### config.mk
export PLATFORM = sky130hd
export DESIGN_NAME = imem_arbiter
export DESIGN_NICKNAME = d
export VERILOG_FILES = /design/src/rtl/imem_arbiter.sv
export SDC_FILE = /design/constraint.sdc
export NUM_CORES = 1
export LEC_CHECK = 0
export BUFFER_PORTS_ARGS = -buffer_cell sky130_fd_sc_hd__buf_2
export CAP_MARGIN = 20
export CORE_AREA = 2 2 85 87
export CTS_CLUSTER_SIZE = 28
export DETAILED_ROUTE_END_ITERATION = 8
export DIE_AREA = 0 0 87 89
export GPL_TIMING_DRIVEN = 0
export PLACE_DENSITY_LB_ADDON = 0.1
export SETUP_SLACK_MARGIN = 0.2
export SLEW_MARGIN = 20
export SYNTH_ARGS = -nofsm -noshare
export SYNTH_HDL_FRONTEND = slang
export SYNTH_SLANG_ARGS = --single-unit
### constraint.sdc
create_clock -name clk -period 5.3 [get_ports clk]
set_clock_uncertainty 0.05 [all_clocks]
set_input_delay 0.53 -clock clk [delete_from_list [all_inputs] [get_ports clk]]
set_output_delay 0.53 -clock clk [all_outputs]
set_load 0.005 [all_outputs]
### src/rtl/imem_arbiter.sv
// rtl/imem_arbiter.sv - boot sequencing and fetch/load arbitration for the single-ported instruction memory
module imem_arbiter #(
    parameter int MEM_WORDS = 65536,
    parameter int ADDR_W    = 16,
    parameter int MAX_WAIT  = 4
) (
    input  logic              clk,
    input  logic              reset,
    input  logic              fetchReq,
    input  logic [31:0]       fetchAddr,
    output logic              fetchGrant,
    output logic              fetchValid,
    output logic [31:0]       fetchData,
    output logic              fetchErr,
    input  logic              loadReq,
    input  logic [31:0]       loadAddr,
    input  logic [31:0]       loadData,
    output logic              loadGrant,
    output logic              loadErr,
    input  logic              loadDone,
    output logic              bootDone,
    output logic [ADDR_W-1:0] memAddr,
    output logic              memEn,
    output logic              memWe,
    output logic [31:0]       memWData,
    input  logic [31:0]       memRData
);

    typedef enum logic {BOOT, RUN} state_t;

    state_t     state, stateNext;
    logic [3:0] waitCnt;
    logic       rdPending;
    logic       fetchOk, loadOk, fetchBad, loadBad;

    function automatic logic isBad(input logic [31:0] addr);
        return (addr[1:0] != 2'b00) || ({2'b00, addr[31:2]} >= 32'(MEM_WORDS));
    endfunction

    assign fetchBad = isBad(fetchAddr);
    assign loadBad  = isBad(loadAddr);
    assign fetchOk  = fetchReq && !fetchBad;
    assign loadOk   = loadReq && !loadBad;

    always_ff @(posedge clk or posedge reset) begin
        if (reset) begin
            state <= BOOT;
        end else begin
            state <= stateNext;
        end
    end

    always_comb begin
        stateNext = state;
        if (state == BOOT && loadDone) begin
            stateNext = RUN;
        end
    end

    // Fetch has priority in RUN unless the loader has already lost MAX_WAIT times in a row.
    always_comb begin
        fetchGrant = 1'b0;
        loadGrant  = 1'b0;
        bootDone   = 1'b0;
        case (state)
            BOOT: begin
                loadGrant = loadOk;
            end
            RUN: begin
                bootDone = 1'b1;
                if (loadOk && (!fetchOk || waitCnt == 4'(MAX_WAIT))) begin
                    loadGrant = 1'b1;
                end else begin
                    fetchGrant = fetchOk;
                end
            end
            default: begin
                fetchGrant = 1'b0;
            end
        endcase
    end

    always_comb begin
        memEn    = fetchGrant || loadGrant;
        memWe    = loadGrant;
        memAddr  = '0;
        memWData = '0;
        if (loadGrant) begin
            memAddr  = loadAddr[ADDR_W+1:2];
            memWData = loadData;
        end else if (fetchGrant) begin
            memAddr  = fetchAddr[ADDR_W+1:2];
        end
    end

    always_ff @(posedge clk or posedge reset) begin
        if (reset) begin
            waitCnt   <= '0;
            rdPending <= 1'b0;
            fetchErr  <= 1'b0;
            loadErr   <= 1'b0;
        end else begin
            rdPending <= fetchGrant;
            fetchErr  <= (state == RUN) && fetchReq && fetchBad;
            loadErr   <= loadReq && loadBad;
            if (loadGrant) begin
                waitCnt <= '0;
            end else if (state == RUN && loadOk) begin
                waitCnt <= waitCnt + 4'd1;
            end
        end
    end

    assign fetchValid = rdPending;
    assign fetchData  = rdPending ? memRData : 32'd0;

endmodule

==> impl_metrics.yaml, run 1 <==
setup_path:
  cp-start-kind: "register"
  r2r-end: "waitCnt[0]$_DFFE_PP0P_"
  critical_path.endpoint_type: "output pin"
  path_cells: "inv_1, ha_1, and3b_1, nor2_1, a211oi_4, buf_6, buf_6, a32o_1, buf_2"
  worstPathRequired_ns: 4.72
  critPathArrivalTime_ns: 2.13
  r2r_cells: 6
  max_stage_delay_ns: 0.42
  slowest_stage: "dfrtp_1"
  crit_path_max_fanout: 10
  path_class: "reg -> out"
  r2r_slack_ns: 3.65
  crit_path_frequent_cell: "buf_6"
  r2r-start: "waitCnt[0]$_DFFE_PP0P_"
timing:
  finalCriticalPeriod_ns: 2.71
  tightestPinTransition_ns: 0.364
  grt_setup_unrepaired: "no"
  setup_tns_ns: 0
  setup_viol: 0
  slew_viol_final: 0
  finalCritPeriodShare_pct: 51.1
  slew_headroom_pct: 75.5
  fmax_mhz: 369
  hold_viol: 0
die:
  die-area_um2: 7740
  die_height_um: 89
  initial_utilization_pct: 17.4
  die_w_um: 87
  core_area_um2: 6720
  ioPinCount: 221
  row_count: 30
pwr:
  powerDensity_nw_per_um2: 77.4
  p_leak_nw: 1.51
  ir_worst_vdd_uv: 87.7
global_route:
  grt.total_usage_pct: 12.9
  grt_pass1_wl_mm: 8.07
  use_met3_pct: 2.12
  grtUsageMet1_pct: 15.8
  grt_max_degree: 12
  grt_pass1_vias: 1672
  grt_antenna_before_repair: 0
  grt.met2_usage_pct: 23.8
  grt_overflow: 0
  grt.busiest_layer: "met2"
yosys:
  syn_area_um2: 1170
  synth_cells: 142
  synth_seq_area_share_pct: 17.1
  ys_warn_count: 0
  synth_seq_cells: 8
  avgSynthCellArea_um2: 8.22
  synth_nets: 277
  ys_types: 32
clocking:
  root_buffer: "clkbuf_8"
  holdBufCountCts: 0
  clock-sinks: 8
  clock_latency_ns: 0.22
  ctsResizeCount: 0
  cts_buffers: 3
  clk_pin_slew_ns: 0.04
  cts_max_path_buffers: 2
  cts_setup_buffers: 0
  cts_tree: "done"
  h-tree-depth: 1
routing:
  dr.pass1.iters: 4
  vias: 1840
  routed_wl_mm: 5.97
  ant_nets: 0
  via_per_inst: 4.13
  drt-initial-drc-count: 29
  wl_per_cell_um: 13.4
  drc: 0
layout:
  drive_above_1_share_pct: 66.0
  num_antenna_cells: 0
  n_fill_cell: 724
  multi_input_area_um2: 876
  syn_to_final_growth_pct: 106
  nNetsFinal: 502
  final_util_pct: 35.9
  layout_commonest_cell: "buf_2"
  regArea_um2: 200
  most-common-layout-cells: "222 x buf_2, 65 x and2_1, 17 x a32o_1"
job:
  drv_cap: 0
min_path:
  hp-class: "in -> async"
run_status:
  status: "completed"
place:
  hpwl_mm: 5.31
  portBuffers: 220
  place_congestion: 0.729
-- logic make-up (layout without fill, tap and decap cells) --
group,after synthesis,count (layout),synth area share (%)
AND/OR/NAND/NOR,91,91,52.4
adder cells (fa/ha/maj),2,2,2.14
flip-flops,8,8,17.1
buffers and inverters,16,239,7.82
AO/OA/AOI/OAI,25,25,20.5
-- state kept, by name, indices dropped and copies added (netlist names) --
register / cells
loadErr: 1
fetchValid: 1
fetchErr: 1
state: 1
waitCnt: 4
-- metal layers --
| layer | routed length, um | vias up |
|---|---|---|
| li1 | - | 954 |
| met4 | 34 | 0 |
| met2 | 3150 | 91 |
| met5 | 0 | - |
| met3 | 434 | 2 |
| met1 | 2350 | 793 |
-- Yosys cell counts --
master      n  area [um^2]
a211o_1     1         8.76
a211oi_4    1         20.0
a32o_1     17          170
and2_1     65          407
and3_1      1         6.26
and3b_1     1         8.76
and4_1      1         8.76
and4_2      1         10.0
buf_2       2         10.0
buf_4       1         7.51
buf_6       3         33.8
clkbuf_1    3         11.3
clkbuf_2    2         10.0
dfrtp_1     8          200
ha_1        2         25.0
inv_1       5         18.8
nand2_1     1         3.75
nand2b_1    1         6.26
nand3_4     1         17.5
nand4_1     2         12.5
nand4_2     1         12.5
nor2_1      4         15.0
nor2_4      1         11.3
nor2b_1     1         6.26
nor3_1      1         5.00
nor4_1      4         25.0
nor4_2      4         50.1
o21ai_0     2         10.0
o22ai_1     2         12.5
o2bb2ai_1   1         8.76
o311ai_0    1         8.76
or2_2       1         6.26
-- through the flow --
step | setup WS (ns) | std cells | hold slack (ns) | cell area [um^2] | power, mW
3_5_place_dp | 2.52 | 442 | 0.439 | 2370 | 0.117
6_report | 2.59 | 445 | 0.198 | 2410 | 0.187
5_1_grt | 2.37 | 445 | 0.214 | 2410 | 0.200
3_3_place_gp | 2.53 | 442 | 0.434 | 2370 | 0.116
4_1_cts | 2.52 | 445 | 0.203 | 2410 | 0.190
2_1_floorplan | 3.03 | 142 | 0.296 | 1170 | 0.0689
-- cell type report --
type | instances | area share [%]
Clock buffer | 3 | 1.71
Tap cell | 80 | 4.15
Buffer | 11 | 3.01
Multi-Input combinational cell | 118 | 36.3
Sequential cell | 8 | 8.31
Timing Repair Buffer | 220 | 45.7
Inverter | 5 | 0.779
-- power by group --
group	internal [mW]	switching, mW
Sequential	0.0622	0.000221
Clock	0.0490	0.0213
Combinational	0.0359	0.0179
-- worst max-delay path, delay by kind of cell, from the launching register on --
family | cells | cell delay [ns]
compound gates | 2 | 0.46
fa+ha+maj | 1 | 0.14
buf+inv | 4 | 0.52
flops | 1 | 0.42
simple gates | 2 | 0.36
-- worst max-delay path by stage --
stage	start	to	cells after the start	slack, ns
global placement	fetchAddr[20]	memAddr[13]	7	2.53
detailed placement	fetchAddr[20]	fetchGrant	7	2.52
finish	waitCnt[0]$_DFFE_PP0P_	memAddr[13]	9	2.59
CTS	fetchAddr[20]	fetchGrant	7	2.52
global route	fetchAddr[30]	fetchGrant	7	2.37
floorplan	fetchAddr[1]	memAddr[10]	6	3.03
No activity file was read; power rests on OpenSTA's default activity.
==> run 2: changes to the inputs <==
--- a/config.mk
+++ b/config.mk
@@ -5,6 +5,7 @@
 export SDC_FILE = /design/constraint.sdc
 export NUM_CORES = 1
 export LEC_CHECK = 0
+export ABC_AREA = 1
 export BUFFER_PORTS_ARGS = -buffer_cell sky130_fd_sc_hd__buf_2
 export CAP_MARGIN = 20
 export CORE_AREA = 2 2 85 87
==> constraint.sdc (replaced) <==
create_clock -name clk -period 2.7 [get_ports clk]
set_clock_uncertainty 0.05 [all_clocks]
set_input_delay 0.27 -clock clk [delete_from_list [all_inputs] [get_ports clk]]
set_output_delay 0.27 -clock clk [all_outputs]
set_load 0.005 [all_outputs]
==> impl_metrics.yaml, run 2 <==
timing:
  setup_tns_ns: 0
  setup_viol: 0
  slew_viol_final: 0
  finalCritPeriodShare_pct: 75.3
  fmax_mhz: 492
  hold_slack_ns: 0.180
  tightestPinTransition_ns: 0.395
  finalCriticalPeriod_ns: 2.03
  setup_slack_ns: 0.666
  slew_headroom_pct: 73.7
  hold_viol: 0
  grt_setup_unrepaired: "no"
setup_path:
  slowest_stage: "dfrtp_1"
  cp-start-kind: "register"
  max_stage_delay_ns: 0.36
  path_cells: "inv_1, ha_1, nand2_1, inv_1, nand2_2, buf_2, nand3_1, nand2_1, buf_2"
  critical_path.endpoint_type: "output pin"
  crit_path_max_fanout: 10
  critPathArrivalTime_ns: 1.71
  worstPathRequired_ns: 2.38
  path_class: "reg -> out"
layout:
  largest-register: "waitCnt"
  layout_commonest_cell: "buf_2"
  syn_to_final_growth_pct: 97.2
  nNetsFinal: 627
  num_antenna_cells: 0
  stdcell_count: 570
  stdcell_area_um2: 2540
  largest_reg_flops: 4
  most-common-layout-cells: "224 x buf_2, 79 x nand2_1, 73 x inv_1"
  drive_above_1_share_pct: 48.8
pwr:
  power.internal_mw: 0.294
  switchingPower_mw: 0.0867
  powerDensity_nw_per_um2: 150
  p_leak_nw: 2.08
  ir_worst_vdd_uv: 168
  seqPwrFrac_pct: 32.1
  pwr-share-comb_pct: 30.6
  clkPwrFrac_pct: 37.3
  swShare_pct: 22.8
clocking:
  cts_setup_buffers: 0
  cts_max_path_buffers: 2
  clk_pin_slew_ns: 0.04
  clock-sinks: 8
  cts_buffers: 3
  root_buffer: "clkbuf_8"
  clock_latency_ns: 0.23
  h-tree-depth: 1
  cts_tree: "done"
global_route:
  grt_antenna_before_repair: 0
  grt.met2_usage_pct: 27.1
  grtUsageMet1_pct: 13.3
  grt_overflow: 0
  grt.busiest_layer: "met2"
  grt.total_usage_pct: 12.9
  grt_pass1_vias: 1803
  grt_max_degree: 12
  use_met3_pct: 3.05
  grt_pass1_wl_mm: 8.16
yosys:
  syn_area_um2: 1290
  yosys-top-cells-count: "79 x nand2_1, 73 x inv_1, 55 x nor2_1"
  synth_seq_area_share_pct: 15.5
  ys_types: 21
  yosys-top-cells-area: "nand2_1 23%, inv_1 21%, nor2_1 16%"
  yosysMostFrequentCell: "nand2_1"
  async_flop_share_pct: 100
  synth_seq_cells: 8
  synth_top_flop_cell: "dfrtp_1"
  synth_edf_count: 0
  synth_cells: 266
  yosysTopAreaCell: "nand2_1"
  ys_warn_count: 0
  avgSynthCellArea_um2: 4.84
  synth_nets: 401
  synthDominantCellAreaShare_pct: 23.0
job:
  drv_cap: 0
place:
  dp_cells: 566
  portBuffers: 220
  hpwl_mm: 5.20
  dpl_cell_area_um2: 2490
  place_congestion: 0.770
  dp_slack_ns: 0.660
routing:
  via_per_inst: 3.81
  dr.pass1.iters: 4
  drt-initial-drc-count: 41
  vias: 2169
  routed_wl_mm: 5.93
  drc: 0
  wl_per_cell_um: 10.4
  ant_nets: 0
die:
  initial_utilization_pct: 19.2
  row_count: 30
  die-area_um2: 7740
  ioPinCount: 221
  die_w_um: 87
  die_height_um: 89
  core_area_um2: 6720
run_status:
  status: "completed"
min_path:
  hp-class: "in -> reg"
run 2: cell count changes after synthesis, moves of 4 or more:
cell	change
nand2_1	+78
and2_1	-65
nor4_1	-4
a21oi_1	+5
nor4_2	-4
a32o_1	-17
inv_1	+68
nand3_1	+21
nor2_1	+51
run 2: worst paths after layout:
check                                  startpoint                      to  slack [ns]  cells past startpoint
setup / recovery           waitCnt[0]$_DFFE_PP0P_              memAddr[8]        0.67                      9
hold / removal                           loadDone       state$_DFFE_PP0P_        0.18                      2
hold reg to reg            waitCnt[3]$_DFFE_PP0P_  waitCnt[3]$_DFFE_PP0P_        0.48                      2
setup reg to reg           waitCnt[0]$_DFFE_PP0P_  waitCnt[2]$_DFFE_PP0P_        1.42                      7
max in group asynchronous                   reset  waitCnt[2]$_DFFE_PP0P_        1.86                      3
min in group asynchronous                   reset  waitCnt[3]$_DFFE_PP0P_        0.49                      3
run 2: worst max-delay path, delay by kind of cell, from the launching register on:
family | cells | cell delay [ns]
buf+inv | 4 | 0.51
simple gates | 4 | 0.42
flops | 1 | 0.36
fa+ha+maj | 1 | 0.20
run 2: final cells by class:
| cell class | instances | area [um^2] |
|---|---|---|
| plain buffers | 10 | 57.6 |
| fillers | 748 | 4180 |
| well taps | 80 | 100 |
| clock buffers | 3 | 41.3 |
| repair buffers | 221 | 1110 |
| inverters | 75 | 284 |
| flip-flops and latches | 8 | 200 |
| multi-input cells | 173 | 747 |
run 2: layer usage:
metal  share of wire (%)  vias up
li1                    -     1195
met1                  36      870
met2                  55      104
met3                 9.3        0
met4                   0        0
met5                   0        -
run 2: per-stage QoR:
step / total power, mW / util (%)
global route: 0.412 / 37.8
floorplan: 0.145 / -
finish: 0.381 / 37.8
detailed placement: 0.239 / 37.1
global placement: 0.237 / 37.1
CTS: 0.388 / 37.8
run 2: power groups by stage:
stage / clock [mW] / combinational (mW) / sequential (mW)
floorplan: 0 / 0.0208 / 0.124
global placement: 0 / 0.113 / 0.124
detailed placement: 0 / 0.115 / 0.124
CTS: 0.149 / 0.117 / 0.122
global route: 0.156 / 0.133 / 0.122
finish: 0.142 / 0.117 / 0.122
run 2: repair_timing:
| action | CTS | global route |
|---|---|---|
| endpoints found under the hold margin | 8 | 0 |
| hold buffers | 1 | 0 |
| endpoints found under the setup margin | 0 | 0 |
| gates resized for setup | 0 | 0 |
run 2: cells by family (layout without fill, tap and decap cells):
logic type,Yosys count,count (layout),synth area share [%]
adders and majority gates,2,2,1.94
DFF,8,8,15.5
AOI/OAI and AO/OA,6,6,2.33
xor gates and xnor gates,1,1,0.680
buffers and inverters,85,309,26.5
and+or+nand+nor,164,164,53.0
